===== config.mk =====
export PLATFORM = sky130hd
export DESIGN_NAME = mem_bist_initiator
export DESIGN_NICKNAME = d
export VERILOG_FILES = /design/src/rtl/mem_bist_initiator.sv
export SDC_FILE = /design/constraint.sdc
export NUM_CORES = 1
export LEC_CHECK = 0
export BUFFER_PORTS_ARGS = -buffer_cell sky130_fd_sc_hd__buf_2
export CORE_MARGIN = 8
export CORE_UTILIZATION = 25
export CTS_BUF_LIST = sky130_fd_sc_hd__clkbuf_2
export DETAILED_ROUTE_END_ITERATION = 10
export GPL_ROUTABILITY_DRIVEN = 0
export PLACE_DENSITY = 0.46
export SLEW_MARGIN = 20
export SYNTH_ARGS = -nofsm -noshare
export SYNTH_HDL_FRONTEND = slang
export SYNTH_SLANG_ARGS = --single-unit

===== constraint.sdc =====
create_clock -name clk -period 5.5 [get_ports clk]
set_input_delay 1.1 -clock clk [delete_from_list [all_inputs] [get_ports clk]]
set_output_delay 1.1 -clock clk [all_outputs]
set_load 0.005 [all_outputs]

===== src/rtl/mem_bist_initiator.sv =====
// ---------------------------------------------------------------------------
// mem_bist_initiator : four-phase write/read-compare BIST master  (rev 1.0)
// ---------------------------------------------------------------------------
`default_nettype none

module mem_bist_initiator #(
  parameter int WIDTH      = 8,
  parameter int DEPTH      = 16,
  parameter int ADDR_WIDTH = $clog2(DEPTH),
  parameter int TIMEOUT    = 15
) (
  input  logic                  clk,
  input  logic                  rst,
  input  logic                  start,
  input  logic [WIDTH-1:0]      seed,
  output logic                  busy,
  output logic                  done,
  output logic                  pass,
  output logic [ADDR_WIDTH+1:0] err_count,
  output logic [ADDR_WIDTH-1:0] first_err_addr,
  output logic                  timeout_err,
  output logic                  m_valid,
  output logic                  m_wr_rd,
  output logic [ADDR_WIDTH-1:0] m_addr,
  output logic [WIDTH-1:0]      m_wdata,
  input  logic                  m_ready,
  input  logic [WIDTH-1:0]      m_rdata
);

  localparam int TW = $clog2(TIMEOUT + 1);

  localparam logic [1:0] S_IDLE  = 2'd0;
  localparam logic [1:0] S_ISSUE = 2'd1;
  localparam logic [1:0] S_WAIT  = 2'd2;
  localparam logic [1:0] S_FIN   = 2'd3;

  logic [1:0]            state, state_n;
  logic [1:0]            phase, phase_n;
  logic [ADDR_WIDTH-1:0] addr, addr_n;
  logic [TW-1:0]         tcnt, tcnt_n;
  logic [WIDTH-1:0]      seed_q, seed_n;

  logic                  busy_n, done_n, pass_n, to_n;
  logic [ADDR_WIDTH+1:0] err_n;
  logic [ADDR_WIDTH-1:0] fea_n, maddr_n;
  logic                  valid_n, wr_rd_n;
  logic [WIDTH-1:0]      wdata_n;
  logic                  mismatch;

  logic last_access, addr_last, timed_out;

  assign addr_last   = (addr == ADDR_WIDTH'(DEPTH - 1));
  assign last_access = (phase == 2'd3) && addr_last;
  assign timed_out   = !m_ready && (tcnt == TW'(TIMEOUT - 1));

  // Write data for a given phase/address; reads drive zero
  function automatic logic [WIDTH-1:0] wr_pattern(input logic [1:0] ph,
                                                  input logic [ADDR_WIDTH-1:0] a,
                                                  input logic [WIDTH-1:0] s);
    logic [WIDTH-1:0] p;
    p = s + WIDTH'(a);
    case (ph)
      2'd0:    wr_pattern = p;
      2'd2:    wr_pattern = ~p;
      default: wr_pattern = '0;
    endcase
  endfunction

  function automatic logic [WIDTH-1:0] rd_expect(input logic [1:0] ph,
                                                 input logic [ADDR_WIDTH-1:0] a,
                                                 input logic [WIDTH-1:0] s);
    logic [WIDTH-1:0] p;
    p = s + WIDTH'(a);
    rd_expect = (ph == 2'd3) ? ~p : p;
  endfunction

  always_ff @(posedge clk) begin
    if (rst) state <= S_IDLE;
    else     state <= state_n;
  end

  always_comb begin
    state_n = state;
    case (state)
      S_IDLE:  if (start) state_n = S_ISSUE;
      S_ISSUE: state_n = S_WAIT;
      S_WAIT: begin
        if (m_ready)        state_n = last_access ? S_FIN : S_ISSUE;
        else if (timed_out) state_n = S_FIN;
      end
      S_FIN:   state_n = S_IDLE;
      default: state_n = S_IDLE;
    endcase
  end

  // Next values of every registered output and datapath register
  always_comb begin
    seed_n   = seed_q;
    phase_n  = phase;
    addr_n   = addr;
    tcnt_n   = tcnt;
    busy_n   = busy;
    done_n   = 1'b0;
    pass_n   = pass;
    err_n    = err_count;
    fea_n    = first_err_addr;
    to_n     = timeout_err;
    valid_n  = 1'b0;
    wr_rd_n  = m_wr_rd;
    maddr_n  = m_addr;
    wdata_n  = m_wdata;
    mismatch = 1'b0;
    case (state)
      S_IDLE: begin
        if (start) begin
          seed_n  = seed;
          err_n   = '0;
          fea_n   = '0;
          to_n    = 1'b0;
          pass_n  = 1'b0;
          phase_n = 2'd0;
          addr_n  = '0;
          busy_n  = 1'b1;
          valid_n = 1'b1;
          wr_rd_n = 1'b1;
          maddr_n = '0;
          wdata_n = seed;
        end
      end
      S_ISSUE: tcnt_n = '0;
      S_WAIT: begin
        if (m_ready) begin
          mismatch = phase[0] && (m_rdata != rd_expect(phase, addr, seed_q));
          if (mismatch) begin
            err_n = err_count + 1'b1;
            if (err_count == '0) fea_n = addr;
          end
          if (last_access) begin
            busy_n = 1'b0;
            done_n = 1'b1;
            pass_n = (err_n == '0) && !timeout_err;
          end else begin
            if (addr_last) begin
              addr_n  = '0;
              phase_n = phase + 2'd1;
            end else begin
              addr_n  = addr + 1'b1;
            end
            valid_n = 1'b1;
            wr_rd_n = ~phase_n[0];
            maddr_n = addr_n;
            wdata_n = wr_pattern(phase_n, addr_n, seed_q);
          end
        end else if (timed_out) begin
          to_n   = 1'b1;
          busy_n = 1'b0;
          done_n = 1'b1;
          pass_n = 1'b0;
        end else begin
          tcnt_n = tcnt + 1'b1;
        end
      end
      default: ;
    endcase
  end

  always_ff @(posedge clk) begin
    if (rst) begin
      seed_q         <= '0;
      phase          <= '0;
      addr           <= '0;
      tcnt           <= '0;
      busy           <= 1'b0;
      done           <= 1'b0;
      pass           <= 1'b0;
      err_count      <= '0;
      first_err_addr <= '0;
      timeout_err    <= 1'b0;
      m_valid        <= 1'b0;
      m_wr_rd        <= 1'b0;
      m_addr         <= '0;
      m_wdata        <= '0;
    end else begin
      seed_q         <= seed_n;
      phase          <= phase_n;
      addr           <= addr_n;
      tcnt           <= tcnt_n;
      busy           <= busy_n;
      done           <= done_n;
      pass           <= pass_n;
      err_count      <= err_n;
      first_err_addr <= fea_n;
      timeout_err    <= to_n;
      m_valid        <= valid_n;
      m_wr_rd        <= wr_rd_n;
      m_addr         <= maddr_n;
      m_wdata        <= wdata_n;
    end
  end

endmodule

`default_nettype wire


==> results.json <==
{
  "period_needed_ns": 3.475,
  "syn-num-nets": 379,
  "drc": 0,
  "synth_top_family_by_area": "simple AND/OR/NAND/NOR gates",
  "avgRoutedWirePerCell_um": 14.96,
  "hold_start": "first_err_addr[0]$_SDFFE_PP0P_",
  "status": "finished clean",
  "yosys_warnings": 0,
  "crit_chain": "ha_1, and3_1, nor2_1, ha_1, fa_1, a21o_1, a21oi_1, nor2_1, xnor2_1, mux2_2, o211ai_1, o21ai_0, nor2_1",
  "max_freq_ghz": 0.2878,
  "period_share_pct": 63.18,
  "synth.distinct_cells": 52,
  "insertion_delay_ns": 0.42,
  "cp-start-kind": "flop",
  "holdBufCountCts": 0,
  "final_cell_area_um2": 3109,
  "htree_levels": 2,
  "min_to": "first_err_addr[0]$_SDFFE_PP0P_",
  "ant_nets": 0,
  "start_util_pct": 25.61,
  "cp_slowest_cell": "dfxtp_1",
  "crit_buf_inv": 0,
  "setup_viol": 0,
  "cts_setup_buffers": 0,
  "die_w_um": 121.1,
  "worstPathArrival_ns": 3.84,
  "grt_pass1_wl_mm": 12.81,
  "clkTransAtPathRegs_ns": 0.25,
  "crit_family": "adder cells",
  "cp-end-kind": "flop",
  "dr_total_vias": 2531,
  "power_frac_comb_pct": 18.3,
  "worst_slew_pin_slew_ns": 0.8955,
  "pin_count": 48,
  "track_usage_pct": 10.72,
  "max_stage_delay_ns": 0.61,
  "skew_ns": 0.02499,
  "antenna_found_initial": 1,
  "avgSynthCellArea_um2": 8.058,
  "swShare_pct": 31.27,
  "drive_gt1_share_pct": 17.89,
  "worstHoldPathType": "flop to flop",
  "p_per_area_nw_per_um2": 194.2,
  "synth_top_area_share_pct": 31.87,
  "syn_inst": 343,
  "reg2regPathDepth": 13,
  "synth_top_area_cell": "dfxtp_1",
  "synth_compound_area_share_pct": 18.06,
  "clockBufferDepth": 2,
  "grt_pass1_vias": 2496,
  "synth_adder_area_share_pct": 7.786,
  "die_y_um": 121.1,
  "synth_ff_type": "dfxtp_1",
  "cts_root_buf": "clkbuf_2",
  "grt_max_degree": 43,
  "yosys-top-cells-area": "dfxtp_1 32%, ha_1 6.3%, nand2_1 6.0%",
  "switching_power_w": 0.0001888,
  "drv_cap": 0,
  "portBuffers": 47,
  "hpwl_mm": 5.805,
  "fp.dieArea_um2": 14680,
  "viasPerCell": 4.858,
  "p_leak_nw": 1.265,
  "timing.rr.start": "addr[0]$_SDFFE_PP0P_",
  "rr_endpoint": "m_wdata[6]$_SDFFE_PP0P_",
  "std_cell_rows": 38,
  "clkSinkCount": 44,
  "ir_worst_vdd_mv": 0.06730,
  "fin_setup_tns_ns": 0,
  "synthToLayoutAreaGrowth_pct": 12.49,
  "critPathKind": "flop to flop",
  "synthXorXnorAreaFrac_pct": 10.10,
  "first_pass_iters": 4,
  "holdPathStages": 2,
  "cp_max_fo": 8,
  "hold_viol_final": 0,
  "maxSlewHeadroom_pct": 40.30,
  "placed_area_um2": 3063,
  "ys_ff_latch": 44,
  "critPathMostFrequentCell": "nor2_1",
  "numCtsBuffers": 5,
  "cp_data_required_time_ns": 5.87,
  "nFillCells": 1183,
  "yosys.area_share.simple_pct": 23.00,
  "clkPwrFrac_pct": 24.3,
  "muxShareOfSynthArea_pct": 3.803,
  "maxSlewViolCount": 0,
  "seq_area_frac_synth_pct": 31.87,
  "grt_overflow": 0,
  "p_int_w": 0.0004149,
  "synth_area_um2": 2764,
  "seq_power_share_pct": 57.3,
  "synth_edf_count": 0,
  "r2r_slack_ns": 2.03,
  "core_um2": 10790,
  "rsz0062_at_grt": "no",
  "cts-resized-gates": 0,
  "synth_common_cells": "44 x dfxtp_1, 44 x nand2_1, 34 x nor2_1, 29 x a21oi_1, 18 x xnor2_1",
  "route.final.wire_length_mm": 7.794,
  "drt_iter0_drc": 97,
  "cts_tree": "yes",
  "synthArstFlopShare_pct": 0,
  "nNetsFinal": 415
}
## sequential cells by signal, indices dropped and copies added (netlist names), 2 cells and up
name            flops
tcnt                4
first_err_addr      4
m_wdata             8
seed_q              8
err_count           6
phase               2
state               2
addr                4
## per-stage QoR
step | setup slack [ns] | cells | util [%] | hold WS (ns) | power, W
final | 2.025 | 521 | 28.81 | 0.4903 | 0.0006037
after floorplan | 2.560 | 343 | - | 0.4570 | 0.0004264
after global routing | 1.762 | 521 | 28.81 | 0.5056 | 0.0006406
after detailed placement | 2.094 | 512 | 28.38 | 0.4592 | 0.0004637
after CTS | 2.024 | 520 | 28.79 | 0.4894 | 0.0006122
after global placement | 2.095 | 512 | 28.38 | 0.4539 | 0.0004633
## power groups by stage
stage          registers (W)  clock network [W]   logic, W
4_1_cts             0.000347           0.000154   0.000112
5_1_grt             0.000349           0.000167   0.000124
3_3_place_gp        0.000352                  0   0.000111
6_report            0.000346           0.000147   0.000111
2_1_floorplan       0.000350                  0  0.0000767
3_5_place_dp        0.000353                  0   0.000111
## how the worst max path moves through the flow
stage                              start                 endpoint  slack (ns)  cells after the start
floorplan           addr[0]$_SDFFE_PP0P_  m_wdata[6]$_SDFFE_PP0P_        2.56                     14
global placement    addr[0]$_SDFFE_PP0P_  m_wdata[6]$_SDFFE_PP0P_        2.09                     13
detailed placement  addr[0]$_SDFFE_PP0P_  m_wdata[6]$_SDFFE_PP0P_        2.09                     13
CTS                 addr[0]$_SDFFE_PP0P_  m_wdata[6]$_SDFFE_PP0P_        2.02                     13
global route        addr[0]$_SDFFE_PP0P_  m_wdata[6]$_SDFFE_PP0P_        1.76                     13
finish              addr[0]$_SDFFE_PP0P_  m_wdata[6]$_SDFFE_PP0P_        2.03                     13
## placed cells by master, fill, tap and decap left out, drive strengths merged, types with 2 or more instances in the layout
cell type  instances
dfxtp             44
nand3             10
nand2b             2
inv               10
o21ai             20
ha                14
a211oi             6
a22oi              2
xnor2             19
nor2              35
a21oi             30
mux2               4
clkbuf             7
nand4              3
a21o               3
a311oi             2
or2                2
a32oi              2
xor2              12
o211ai             5
or3                5
a31oi              3
and3               4
nor3              14
nand2             44
a41oi              2
and2               5
fa                 2
buf               47
mux2i              6
nor2b              5
## routing by layer
layer,global-route usage (%),part of all wire [%]
met1,14.67,49
met2,16.72,45
met3,2.094,5.2
met4,3.007,1.2
met5,0,0
## layout make-up
| cell class | count | area [um2] | area share, % |
|---|---|---|---|
| multi-input combinational | 271 | 1734 | 55.77 |
| sequential | 44 | 880.8 | 28.33 |
| timing repair buffer | 47 | 235.2 | 7.565 |
| tap | 140 | 175.2 | 5.634 |
| inverter | 10 | 37.54 | 1.207 |
| clock buffer | 7 | 35.03 | 1.127 |
| clock inverter | 1 | 8.758 | 0.2817 |
| antenna | 1 | 2.502 | 0.08048 |
## tightest hold or removal path: stages (launching register included)
cell and delay (ns):
dfxtp_1 0.38, nand2_1 0.06, o21ai_1 0.05
## kinds of logic (layout without fill, tap and decap cells)
logic type	after synthesis	count (layout)
XOR/XNOR	31	31
flip-flops	44	44
adder cells (fa/ha/maj)	16	16
other	0	1
AO/OA/AOI/OAI	80	80
multiplexers	10	10
AND/OR/NAND/NOR	134	134
buffers and inverters	28	65
Power figures use the tool's default switching activity.
